===== src/rtl/chipinvaders_pkg.sv =====
// Shared constants and types for the collision/score path.
package chipinvaders_pkg;

  localparam int unsigned NUM_ROWS_DEF        = 5;
  localparam int unsigned NUM_COLUMNS_DEF     = 8;
  localparam int unsigned START_LIVES_DEF     = 3;
  localparam int unsigned SCORE_MAX_DEF       = 9999;
  localparam int unsigned ROW_POINTS_STEP_DEF = 10;
  localparam int unsigned SCORE_W             = 14;
  localparam int unsigned LIVES_W             = 2;

  typedef enum logic {
    SCAN   = 1'b0,
    COMMIT = 1'b1
  } state_e;

  typedef logic [SCORE_W-1:0] score_t;

endpackage


===== src/rtl/score_accumulator.sv =====
// Saturating score register; adds the row-weighted value of one kill per add_en.
module score_accumulator
  import chipinvaders_pkg::*;
#(
  parameter int unsigned NUM_ROWS        = NUM_ROWS_DEF,
  parameter int unsigned ROW_POINTS_STEP = ROW_POINTS_STEP_DEF,
  parameter int unsigned SCORE_MAX       = SCORE_MAX_DEF,
  localparam int unsigned ROW_W          = $clog2(NUM_ROWS)
) (
  input  logic             clk,
  input  logic             rst_n,
  input  logic             clr,
  input  logic             add_en,
  input  logic [ROW_W-1:0] row,
  output score_t           score
);

  score_t      score_q, score_d;
  int unsigned sum;

  always_comb begin
    sum     = 32'(score_q) + ROW_POINTS_STEP * (NUM_ROWS - 32'(row));
    score_d = score_q;
    if (clr) begin
      score_d = '0;
    end else if (add_en) begin
      score_d = (sum > SCORE_MAX) ? SCORE_W'(SCORE_MAX) : SCORE_W'(sum);
    end
  end

  always_ff @(posedge clk) begin
    if (!rst_n) score_q <= '0;
    else        score_q <= score_d;
  end

  assign score = score_q;

endmodule


===== src/rtl/collision_scorer.sv =====
// Latches laser/alien and bomb/cannon coincidences during the scan and commits
// alive matrix, score and lives once per frame on the vsync rising edge.
module collision_scorer
  import chipinvaders_pkg::*;
#(
  parameter int unsigned NUM_ROWS        = NUM_ROWS_DEF,
  parameter int unsigned NUM_COLUMNS     = NUM_COLUMNS_DEF,
  parameter int unsigned START_LIVES     = START_LIVES_DEF,
  parameter int unsigned SCORE_MAX       = SCORE_MAX_DEF,
  parameter int unsigned ROW_POINTS_STEP = ROW_POINTS_STEP_DEF,
  localparam int unsigned ROW_W          = $clog2(NUM_ROWS),
  localparam int unsigned COL_W          = $clog2(NUM_COLUMNS),
  localparam int unsigned NUM_ALIENS     = NUM_ROWS * NUM_COLUMNS
) (
  input  logic                  clk,
  input  logic                  rst_n,
  input  logic                  vsync,
  input  logic                  display_on,
  input  logic                  enable,
  input  logic                  reset_game,
  input  logic                  laser_gfx,
  input  logic                  alien_pixel,
  input  logic [ROW_W-1:0]      alien_row,
  input  logic [COL_W-1:0]      alien_col,
  input  logic                  bomb_gfx,
  input  logic                  cannon_gfx,
  output logic [NUM_ALIENS-1:0] alive_matrix,
  output logic                  hit_alien,
  output logic                  kill_valid,
  output logic [ROW_W-1:0]      kill_row,
  output logic [COL_W-1:0]      kill_col,
  output logic [SCORE_W-1:0]    score,
  output logic [LIVES_W-1:0]    lives,
  output logic                  game_over,
  output logic                  wave_clear
);

  localparam int unsigned IDX_W = $clog2(NUM_ALIENS);

  state_e                state_q, state_d;
  logic                  vsync_q, vsync_d;
  logic [NUM_ALIENS-1:0] alive_q, alive_d, alive_after;
  logic                  alien_pend_q, alien_pend_d;
  logic                  cannon_pend_q, cannon_pend_d;
  logic [ROW_W-1:0]      pend_row_q, pend_row_d;
  logic [COL_W-1:0]      pend_col_q, pend_col_d;
  logic                  hit_q, hit_d;
  logic                  kill_valid_q, kill_valid_d;
  logic [ROW_W-1:0]      kill_row_q, kill_row_d;
  logic [COL_W-1:0]      kill_col_q, kill_col_d;
  logic [LIVES_W-1:0]    lives_q, lives_d;
  logic                  wave_clear_q, wave_clear_d;

  logic                  commit_tick;
  logic [IDX_W-1:0]      beam_idx, pend_idx;
  logic                  alive_at_beam;
  logic                  score_add;

  assign commit_tick = vsync & ~vsync_q;
  assign beam_idx    = IDX_W'(32'(alien_row) * NUM_COLUMNS + 32'(alien_col));
  assign pend_idx    = IDX_W'(32'(pend_row_q) * NUM_COLUMNS + 32'(pend_col_q));
  // Stale alien_pixel over a dead (or out-of-range) slot must never latch.
  assign alive_at_beam = (32'(alien_row) < NUM_ROWS) && (32'(alien_col) < NUM_COLUMNS)
                         && alive_q[beam_idx];

  always_comb begin
    state_d       = state_q;
    vsync_d       = vsync;
    alive_d       = alive_q;
    alive_after   = alive_q;
    alien_pend_d  = alien_pend_q;
    cannon_pend_d = cannon_pend_q;
    pend_row_d    = pend_row_q;
    pend_col_d    = pend_col_q;
    hit_d         = hit_q;
    kill_valid_d  = 1'b0;
    kill_row_d    = kill_row_q;
    kill_col_d    = kill_col_q;
    lives_d       = lives_q;
    wave_clear_d  = wave_clear_q;
    score_add     = 1'b0;

    case (state_q)
      SCAN: begin
        if (commit_tick) state_d = COMMIT;
        if (enable && display_on && laser_gfx && alien_pixel && !alien_pend_q && alive_at_beam) begin
          alien_pend_d = 1'b1;
          pend_row_d   = alien_row;
          pend_col_d   = alien_col;
        end
        if (enable && display_on && bomb_gfx && cannon_gfx) cannon_pend_d = 1'b1;
      end
      COMMIT: begin
        state_d       = SCAN;
        alien_pend_d  = 1'b0;
        cannon_pend_d = 1'b0;
        hit_d         = alien_pend_q;
        if (alien_pend_q) begin
          alive_after[pend_idx] = 1'b0;
          kill_valid_d          = 1'b1;
          kill_row_d            = pend_row_q;
          kill_col_d            = pend_col_q;
          score_add             = 1'b1;
        end
        if (cannon_pend_q && (lives_q != '0)) lives_d = lives_q - LIVES_W'(1);
        // A cleared wave stays empty for one frame, then the next commit refills it.
        if (wave_clear_q) begin
          alive_d      = '1;
          wave_clear_d = 1'b0;
        end else begin
          alive_d      = alive_after;
          wave_clear_d = (alive_after == '0);
        end
      end
      default: state_d = SCAN;
    endcase

    if (reset_game) begin
      alive_d       = '1;
      lives_d       = LIVES_W'(START_LIVES);
      alien_pend_d  = 1'b0;
      cannon_pend_d = 1'b0;
      hit_d         = 1'b0;
      wave_clear_d  = 1'b0;
      kill_valid_d  = 1'b0;
      score_add     = 1'b0;
    end
  end

  always_ff @(posedge clk) begin
    if (!rst_n) begin
      state_q       <= SCAN;
      vsync_q       <= 1'b0;
      alive_q       <= '1;
      alien_pend_q  <= 1'b0;
      cannon_pend_q <= 1'b0;
      pend_row_q    <= '0;
      pend_col_q    <= '0;
      hit_q         <= 1'b0;
      kill_valid_q  <= 1'b0;
      kill_row_q    <= '0;
      kill_col_q    <= '0;
      lives_q       <= LIVES_W'(START_LIVES);
      wave_clear_q  <= 1'b0;
    end else begin
      state_q       <= state_d;
      vsync_q       <= vsync_d;
      alive_q       <= alive_d;
      alien_pend_q  <= alien_pend_d;
      cannon_pend_q <= cannon_pend_d;
      pend_row_q    <= pend_row_d;
      pend_col_q    <= pend_col_d;
      hit_q         <= hit_d;
      kill_valid_q  <= kill_valid_d;
      kill_row_q    <= kill_row_d;
      kill_col_q    <= kill_col_d;
      lives_q       <= lives_d;
      wave_clear_q  <= wave_clear_d;
    end
  end

  score_accumulator #(
    .NUM_ROWS        (NUM_ROWS),
    .ROW_POINTS_STEP (ROW_POINTS_STEP),
    .SCORE_MAX       (SCORE_MAX)
  ) u_score (
    .clk    (clk),
    .rst_n  (rst_n),
    .clr    (reset_game),
    .add_en (score_add),
    .row    (pend_row_q),
    .score  (score)
  );

  assign alive_matrix = alive_q;
  assign hit_alien    = hit_q;
  assign kill_valid   = kill_valid_q;
  assign kill_row     = kill_row_q;
  assign kill_col     = kill_col_q;
  assign lives        = lives_q;
  assign wave_clear   = wave_clear_q;
  assign game_over    = (lives_q == '0);

endmodule

===== config.mk =====
export PLATFORM = sky130hd
export DESIGN_NAME = collision_scorer
export DESIGN_NICKNAME = d
export VERILOG_FILES = /design/src/rtl/chipinvaders_pkg.sv /design/src/rtl/score_accumulator.sv /design/src/rtl/collision_scorer.sv
export SDC_FILE = /design/constraint.sdc
export NUM_CORES = 1
export LEC_CHECK = 0
export ABC_CLOCK_PERIOD_IN_PS = 6450
export CAP_MARGIN = 30
export CORE_MARGIN = 2
export CORE_UTILIZATION = 35
export CTS_BUF_LIST = sky130_fd_sc_hd__clkbuf_8
export DETAILED_ROUTE_END_ITERATION = 7
export PLACE_DENSITY = 0.58
export SYNTH_ARGS = -nofsm -noshare
export SYNTH_HDL_FRONTEND = slang
export SYNTH_SLANG_ARGS = --single-unit

===== constraint.sdc =====
create_clock -name clk -period 6.45 [get_ports clk]
set_input_delay 1.29 -clock clk [delete_from_list [all_inputs] [get_ports clk]]
set_output_delay 1.29 -clock clk [all_outputs]
set_load 0.005 [all_outputs]

==> flow_summary_export.csv, run 1 <==
group,metric,value,unit
die,start_util,36.18,%
die,die_area,0.01284,mm²
grt,grt_pass1_wl,20.60,mm
power,intPower,0.6987,mW
grt,grt_start_max_net_pins,41,
cts,clockBufferDepth,2,
setup_path,cp_num_cells,15,
cts,cts_buffers,9,
die,core_area,0.01156,mm²
yosys,synth_edf_count,0,
finish,multi_input_area,0.002525,mm²
finish,mostFrequentLayoutCells,"o21ai_0, clkdlybuf4s50_1, nand2_1, dfxtp_1, ha_1",
grt,grt-ovfl-total,0,
drt,route.top_layer_used,"met4",
min_path,hold_class,"register to register",
power,ir_drop,95.58,µV
die,ios,82,
cts,clk_pin_slew,0.08,ns
placed_design,place_area,0.005076,mm²
power,swShare,22.53,%
cts,insertion_delay,0.35,ns
drt,drtAntennaViolNets,0,
cts,clock_sinks,75,
drt,wl_per_cell,17.82,µm
placed_design,io_buffers,81,
timing,grt_setup_unrepaired,"no",
finish,drive_gt1_share,6.854,%
yosys,syn-cell-area,0.004184,mm²
drt,dr_wl_met2,5.896,mm
die,rows,39,
yosys,synthArstFlopShare,0,%
placed_design,dp_hpwl,9.369,mm
yosys,yosysWarningCount,0,
cts,post_cts_buffers,0,
timing,worst_pin_slew,0.6869,ns
setup_path,critPathTopFamily,"compound AO/OA/AOI/OAI gates",
finish,mostFrequentLayoutCell,"o21ai_0",
timing,fin_crit,4.127,ns
placed_design,pre_cts_ws,2.142,ns
placed_design,gp_congestion,0.9258,
setup_path,cp_num_buf_inv,2,
timing,drv_slew,0,
grt,antenna_found_initial,0,
drt,dr.first_iter.drc_count,339,
timing,layout_setup_ws,2.323,ns
drt,first_pass_iters,5,
die,die_w,113.3,µm
timing,fmax,242.3,MHz
yosys,synth_cells,494,
timing,period_share,63.98,%
setup_path,critPathKind,"register to register",
setup_path,cp.arrival,4.37,ns
cts,htreeDepth,3,
setup_path,crit_top_cell,"ha_1",
setup_path,crit_fanout,13,
power,power_density,170.4,mW/mm²
finish,seq_area,0.001501,mm²
setup_path,critPathMaxStageDelay,0.51,ns
drt,via_per_inst,5.736,
power,power_leakage,1.925,nW
grt,grt_pass1_vias,3874,
power,seqPwrFrac,51.7,%
placed_design,placed_cells_incl_taps,696,
timing,setup_viol,0,
drt,wl_met1,5.659,mm
yosys,ys_types,59,
status,status,"complete, no violations",
cts,ctsResizeCount,0,
setup_path,ff2ff_path_depth,15,
min_path,hold_depth,1,
setup_path,crit_path_top_delay_cell,"dfxtp_1",
power,power,0.9019,mW
grt,grt_util_all_layers,20.12,%
finish,antenna_cells,0,
finish,nFillCells,1127,
yosys,synth_seq_cells,75,
power,clockPowerShare,43.8,%
setup_path,cp_cell_sequence,"inv_1 -> ha_1 -> inv_1 -> ha_1 -> ha_1 -> xnor2_1 -> ha_1 -> and2_1 -> a311o_1 -> o211ai_1 -> nor2b_1 -> xnor2_1 -> o2111ai_1 -> o211a_4 -> a32o_1",
drt,route.vias.total,4084,
cts,cts_tree,"built",
drt,totalWireLength,12.69,mm
finish,stdcell_count,712,
yosys,syn_nets,534,
run,maxCapViolations,0,
timing,fin_setup_tns,0,ns
timing,finClkSkew,0.009023,ns
setup_path,critical_path_required,6.69,ns
setup_path,start_kind,"register",
timing,hold_viol_final,0,
yosys,avgSynthCellArea,8.470,µm²
drt,drc,0,
timing,slew_headroom,54.07,%
cts,cts_hold_buffers,0,
yosys,ys.flop_type,"dfxtp_1",
power,power_switching,0.2032,mW
finish,design_area,0.005293,mm²
finish,area_growth,26.50,%
yosys,synth-seq-area-share,35.89,%
drt,wl_met3,911,µm
setup_path,critical_path.endpoint_type,"register",
cts,clock-root-buffer,"clkbuf_8",
die,dieHeight,113.3,µm
power,comb_power_share,4.4,%
finish,finalNetCount,604,
layout make-up:
class	count	share of cell area [%]
flip-flops and latches	75	28.37
inverters	14	0.9929
repair buffers	82	15.46
clock inverters	7	1.749
clock buffers	9	2.340
well taps	143	3.381
multi-input cells	382	47.71
state kept, by name (all words and copies together), names as in the netlist:
| signal | flops |
|---|---|
| alien_pend_q | 1 |
| alive_matrix | 40 |
| cannon_pend_q | 1 |
| hit_alien | 1 |
| kill_col | 3 |
| kill_row | 3 |
| kill_valid | 1 |
| lives | 2 |
| pend_col_q | 3 |
| pend_row_q | 3 |
| state_q | 1 |
| u_score.score | 14 |
| vsync_q | 1 |
| wave_clear | 1 |
stage by stage:
stage / hold slack [ns] / utilization [%]
after CTS: 0.3995 / 45.76
after floorplan: 0.3721 / -
after detailed placement: 0.3872 / 43.89
final: 0.3975 / 45.76
after global placement: 0.3815 / 43.89
after global routing: 0.4170 / 45.76
Yosys cell counts (2+ instances only):
library cell  instances  area (µm²)
xor2_1                2       17.52
nor2_1               21       78.83
fa_1                  2       40.04
nand3_1              17       85.08
and4_1                2       17.52
nor3_1                8       40.04
nand3b_1              4       30.03
and2_1                4       25.02
o21ai_1               3       15.01
ha_1                 22       275.3
xnor2_1               7       61.31
o21ai_0              95       475.5
buf_6                 3       33.78
a21boi_0              7       52.55
a21oi_1              16       80.08
o21a_1                3       22.52
nor4_1                3       18.77
nand2b_1              5       31.28
nand4_1              13       81.33
o211ai_2              2       25.02
clkbuf_1             20       75.07
mux4_2               12       270.3
a32o_1                4       40.04
nand2_1              76       285.3
a21o_1                6       45.04
mux2i_1               2       20.02
or4_1                 2       15.01
nor3b_1               2       15.01
a31oi_1               3       18.77
o211ai_1              6       45.04
dfxtp_1              75        1501
nor2b_1               7       43.79
inv_1                14       52.55
power groups by stage:
stage | clock, mW | combinational (mW) | sequential [mW]
6_report | 0.395 | 0.0401 | 0.467
4_1_cts | 0.407 | 0.0407 | 0.467
3_3_place_gp | 0 | 0.0401 | 0.477
5_1_grt | 0.428 | 0.0440 | 0.467
3_5_place_dp | 0 | 0.0405 | 0.478
2_1_floorplan | 0 | 0.0250 | 0.475
cell families after synthesis:
group                      Yosys count  share of synthesized area (%)
AOI/OAI and AO/OA                  163                          23.83
DFF                                 75                          35.89
and+or+nand+nor                    171                          19.80
xor gates and xnor gates             9                          1.884
buffers and inverters               37                          3.858
muxes                               15                          7.207
adders and majority gates           24                          7.536
per-layer routing:
metal	up-vias	GRT usage, %
met4	0	5.610
met3	21	4.928
met1	1956	27.06
met2	168	32.30
met5	-	0
li1	1939	-
worst paths after layout:
check / startpoint / endpoint / slack [ns]
worst min-delay path: vsync_q$_SDFF_PN0_ / state_q$_SDFF_PP0_ / 0.40
worst min register to register: vsync_q$_SDFF_PN0_ / state_q$_SDFF_PP0_ / 0.40
worst max register to register: pend_row_q[1]$_SDFFE_PN0P_ / u_score.score[7]$_SDFFE_PP0P_ / 2.32
worst max-delay path: pend_row_q[1]$_SDFFE_PN0P_ / u_score.score[7]$_SDFFE_PP0P_ / 2.32
(Power assumes the default switching activity.)
==> inputs of run 2 (changes only) <==
--- a/config.mk
+++ b/config.mk
@@ -5,7 +5,7 @@
 export SDC_FILE = /design/constraint.sdc
 export NUM_CORES = 1
 export LEC_CHECK = 0
-export ABC_CLOCK_PERIOD_IN_PS = 6450
+export ABC_CLOCK_PERIOD_IN_PS = 4050
 export CAP_MARGIN = 30
 export CORE_MARGIN = 2
 export CORE_UTILIZATION = 35
==> constraint.sdc (replaced) <==
create_clock -name clk -period 4.05 [get_ports clk]
set_input_delay 0.81 -clock clk [delete_from_list [all_inputs] [get_ports clk]]
set_output_delay 0.81 -clock clk [all_outputs]
set_load 0.005 [all_outputs]
==> run 2 against run 1 <==
  * Hold slack better by 0.0017 ns
  * Maximum frequency up 9.7%
  * Clock skew about the same
  * Cell count up 0.70%
  * First-iteration DRC count down 33%
  * Register-to-register slack worse by 2.0 ns
  * Sequential power up 59%
  * Core utilization up 0.54 points
  * Clock power up 67%
  * Largest cell class unchanged
  * Largest power group unchanged
==> flow_summary_export.csv, run 2 (synthesis gave the netlist of run 1 again) <==
group,metric,value,unit
drt,first_pass_iters,5,
setup_path,endpoint,"u_score.score[7]$_SDFFE_PP0P_",
setup_path,start_kind,"register",
timing,setup_viol,0,
die,rows,39,
drt,drtAntennaViolNets,0,
timing,fin_crit,3.763,ns
timing,fin_setup_tns,0,ns
setup_path,cp-startpoint,"pend_row_q[2]$_SDFFE_PN0P_",
power,power_density,274.7,mW/mm²
finish,largest_reg_flops,40,
die,start_util,36.18,%
die,core_area,0.01156,mm²
setup_path,crit_fanout,13,
status,status,"complete, no violations",
cts,clock-root-buffer,"clkbuf_8",
cts,insertion_delay,0.37,ns
timing,period_share,92.90,%
die,dieHeight,113.3,µm
cts,clock_sinks,75,
setup_path,ff2ff_path_depth,15,
placed_design,placed_cells_incl_taps,702,
timing,hold_viol_final,0,
run,maxCapViolations,0,
setup_path,worstReg2RegStart,"pend_row_q[2]$_SDFFE_PN0P_",
cts,cts_buffers,9,
setup_path,cp.arrival,4.02,ns
power,ir_drop,130.4,µV
cts,cts_hold_buffers,0,
placed_design,io_buffers,81,
power,power_leakage,1.974,nW
grt,grt_pass1_vias,3896,
finish,mostFrequentLayoutCells,"o21ai_0, clkdlybuf4s50_1, nand2_1, dfxtp_1, ha_1",
drt,totalWireLength,13.05,mm
timing,slew_headroom,46.25,%
finish,stdcell_count,717,
finish,mostFrequentLayoutCell,"o21ai_0",
timing,layout_setup_ws,0.2874,ns
placed_design,pre_cts_ws,0.1977,ns
cts,post_cts_buffers,0,
finish,drive_gt1_share,8.188,%
min_path,hold_class,"register to register",
setup_path,critical_path_required,4.30,ns
timing,finClkSkew,0.008811,ns
finish,area_growth,27.99,%
die,die_w,113.3,µm
placed_design,gp_congestion,0.8880,
grt,grt-ovfl-total,0,
finish,design_area,0.005355,mm²
drt,dr.first_iter.drc_count,227,
setup_path,rrSetupSlack,0.29,ns
setup_path,worstReg2RegEnd,"u_score.score[7]$_SDFFE_PP0P_",
drt,drc,0,
setup_path,critPathKind,"register to register",
timing,fmax,265.8,MHz
placed_design,dp_hpwl,9.670,mm
timing,drv_slew,0,
grt,grt_util_all_layers,20.57,%
cts,clockBufferDepth,2,
die,ios,82,
timing,grt_setup_unrepaired,"no",
cts,cts_tree,"built",
drt,route.vias.total,4090,
drt,via_per_inst,5.704,
finish,finalNetCount,610,
timing,worst_pin_slew,0.8063,ns
die,die_area,0.01284,mm²
setup_path,critical_path.endpoint_type,"register",
cts,htreeDepth,3,
drt,wl_per_cell,18.20,µm
cts,clk_pin_slew,0.08,ns
finish,antenna_cells,0,
grt,antenna_found_initial,0,
grt,grt_start_max_net_pins,24,
grt,grt_pass1_wl,20.78,mm
placed_design,place_area,0.005121,mm²
[run 2: cell types whose count changed in the layout (fill, tap and decap cells not counted), sizes merged]
cell      delta
buf          +6
clkbuf       +2
clkinvlp     -2
inv          -2
clkinv       +1
[run 2: report_power, final]
group	internal [mW]	switching, mW	total [mW]	leakage (nW)
clock network	0.377	0.282	0.659	0.115
registers	0.739	0.00370	0.743	0.607
logic	0.0310	0.0378	0.0688	1.25
[run 2: worst min path at each step]
stage | from | endpoint | slack, ns | depth (start not counted)
2_1_floorplan | vsync_q$_SDFF_PN0_ | state_q$_SDFF_PP0_ | 0.37 | 1
3_3_place_gp | vsync_q$_SDFF_PN0_ | state_q$_SDFF_PP0_ | 0.38 | 1
3_5_place_dp | vsync_q$_SDFF_PN0_ | state_q$_SDFF_PP0_ | 0.40 | 1
5_1_grt | vsync_q$_SDFF_PN0_ | state_q$_SDFF_PP0_ | 0.41 | 1
6_report | vsync_q$_SDFF_PN0_ | state_q$_SDFF_PP0_ | 0.40 | 1
4_1_cts | vsync_q$_SDFF_PN0_ | state_q$_SDFF_PP0_ | 0.41 | 1
[run 2: what timing repair did]
item	in CTS	in global routing
gates resized for setup	0	2
setup endpoints to repair	0	7
hold endpoints to repair	0	0
[run 2: critical path: stages, from the launching register on]
cell	delay [ns]
dfxtp_2	0.42
inv_1	0.09
ha_1	0.32
inv_1	0.05
ha_1	0.17
ha_1	0.19
xnor2_1	0.13
ha_1	0.35
and2_1	0.20
a311o_1	0.36
o21a_1	0.24
or4_4	0.49
nand4_2	0.10
o21ai_2	0.06
o211a_4	0.22
a32o_1	0.26
[run 2: area by class of cell]
type	instances	area (µm²)
fill	1144	6210
sequential	75	1503
clock inverter	4	73.82
timing repair buffer	88	863.3
tap	143	178.9
multi-input combinational	382	2532
clock buffer	11	151.4
inverter	14	52.55
[run 2: stage by stage]
step	power (mW)	util, %	hold slack (ns)
after floorplan	0.7970	-	0.3721
after global placement	0.8281	44.28	0.3817
after detailed placement	0.8289	44.28	0.3958
after CTS	1.487	46.23	0.4072
after global routing	1.523	46.31	0.4126
final	1.471	46.31	0.3992
[run 2: metal layers]
layer	up-vias	track usage (%)	wire length, µm
met2	172	32.53	5854
met3	23	3.642	891
met1	1934	27.31	5924
met5	-	0	0
li1	1961	-	-
met4	0	9.675	379
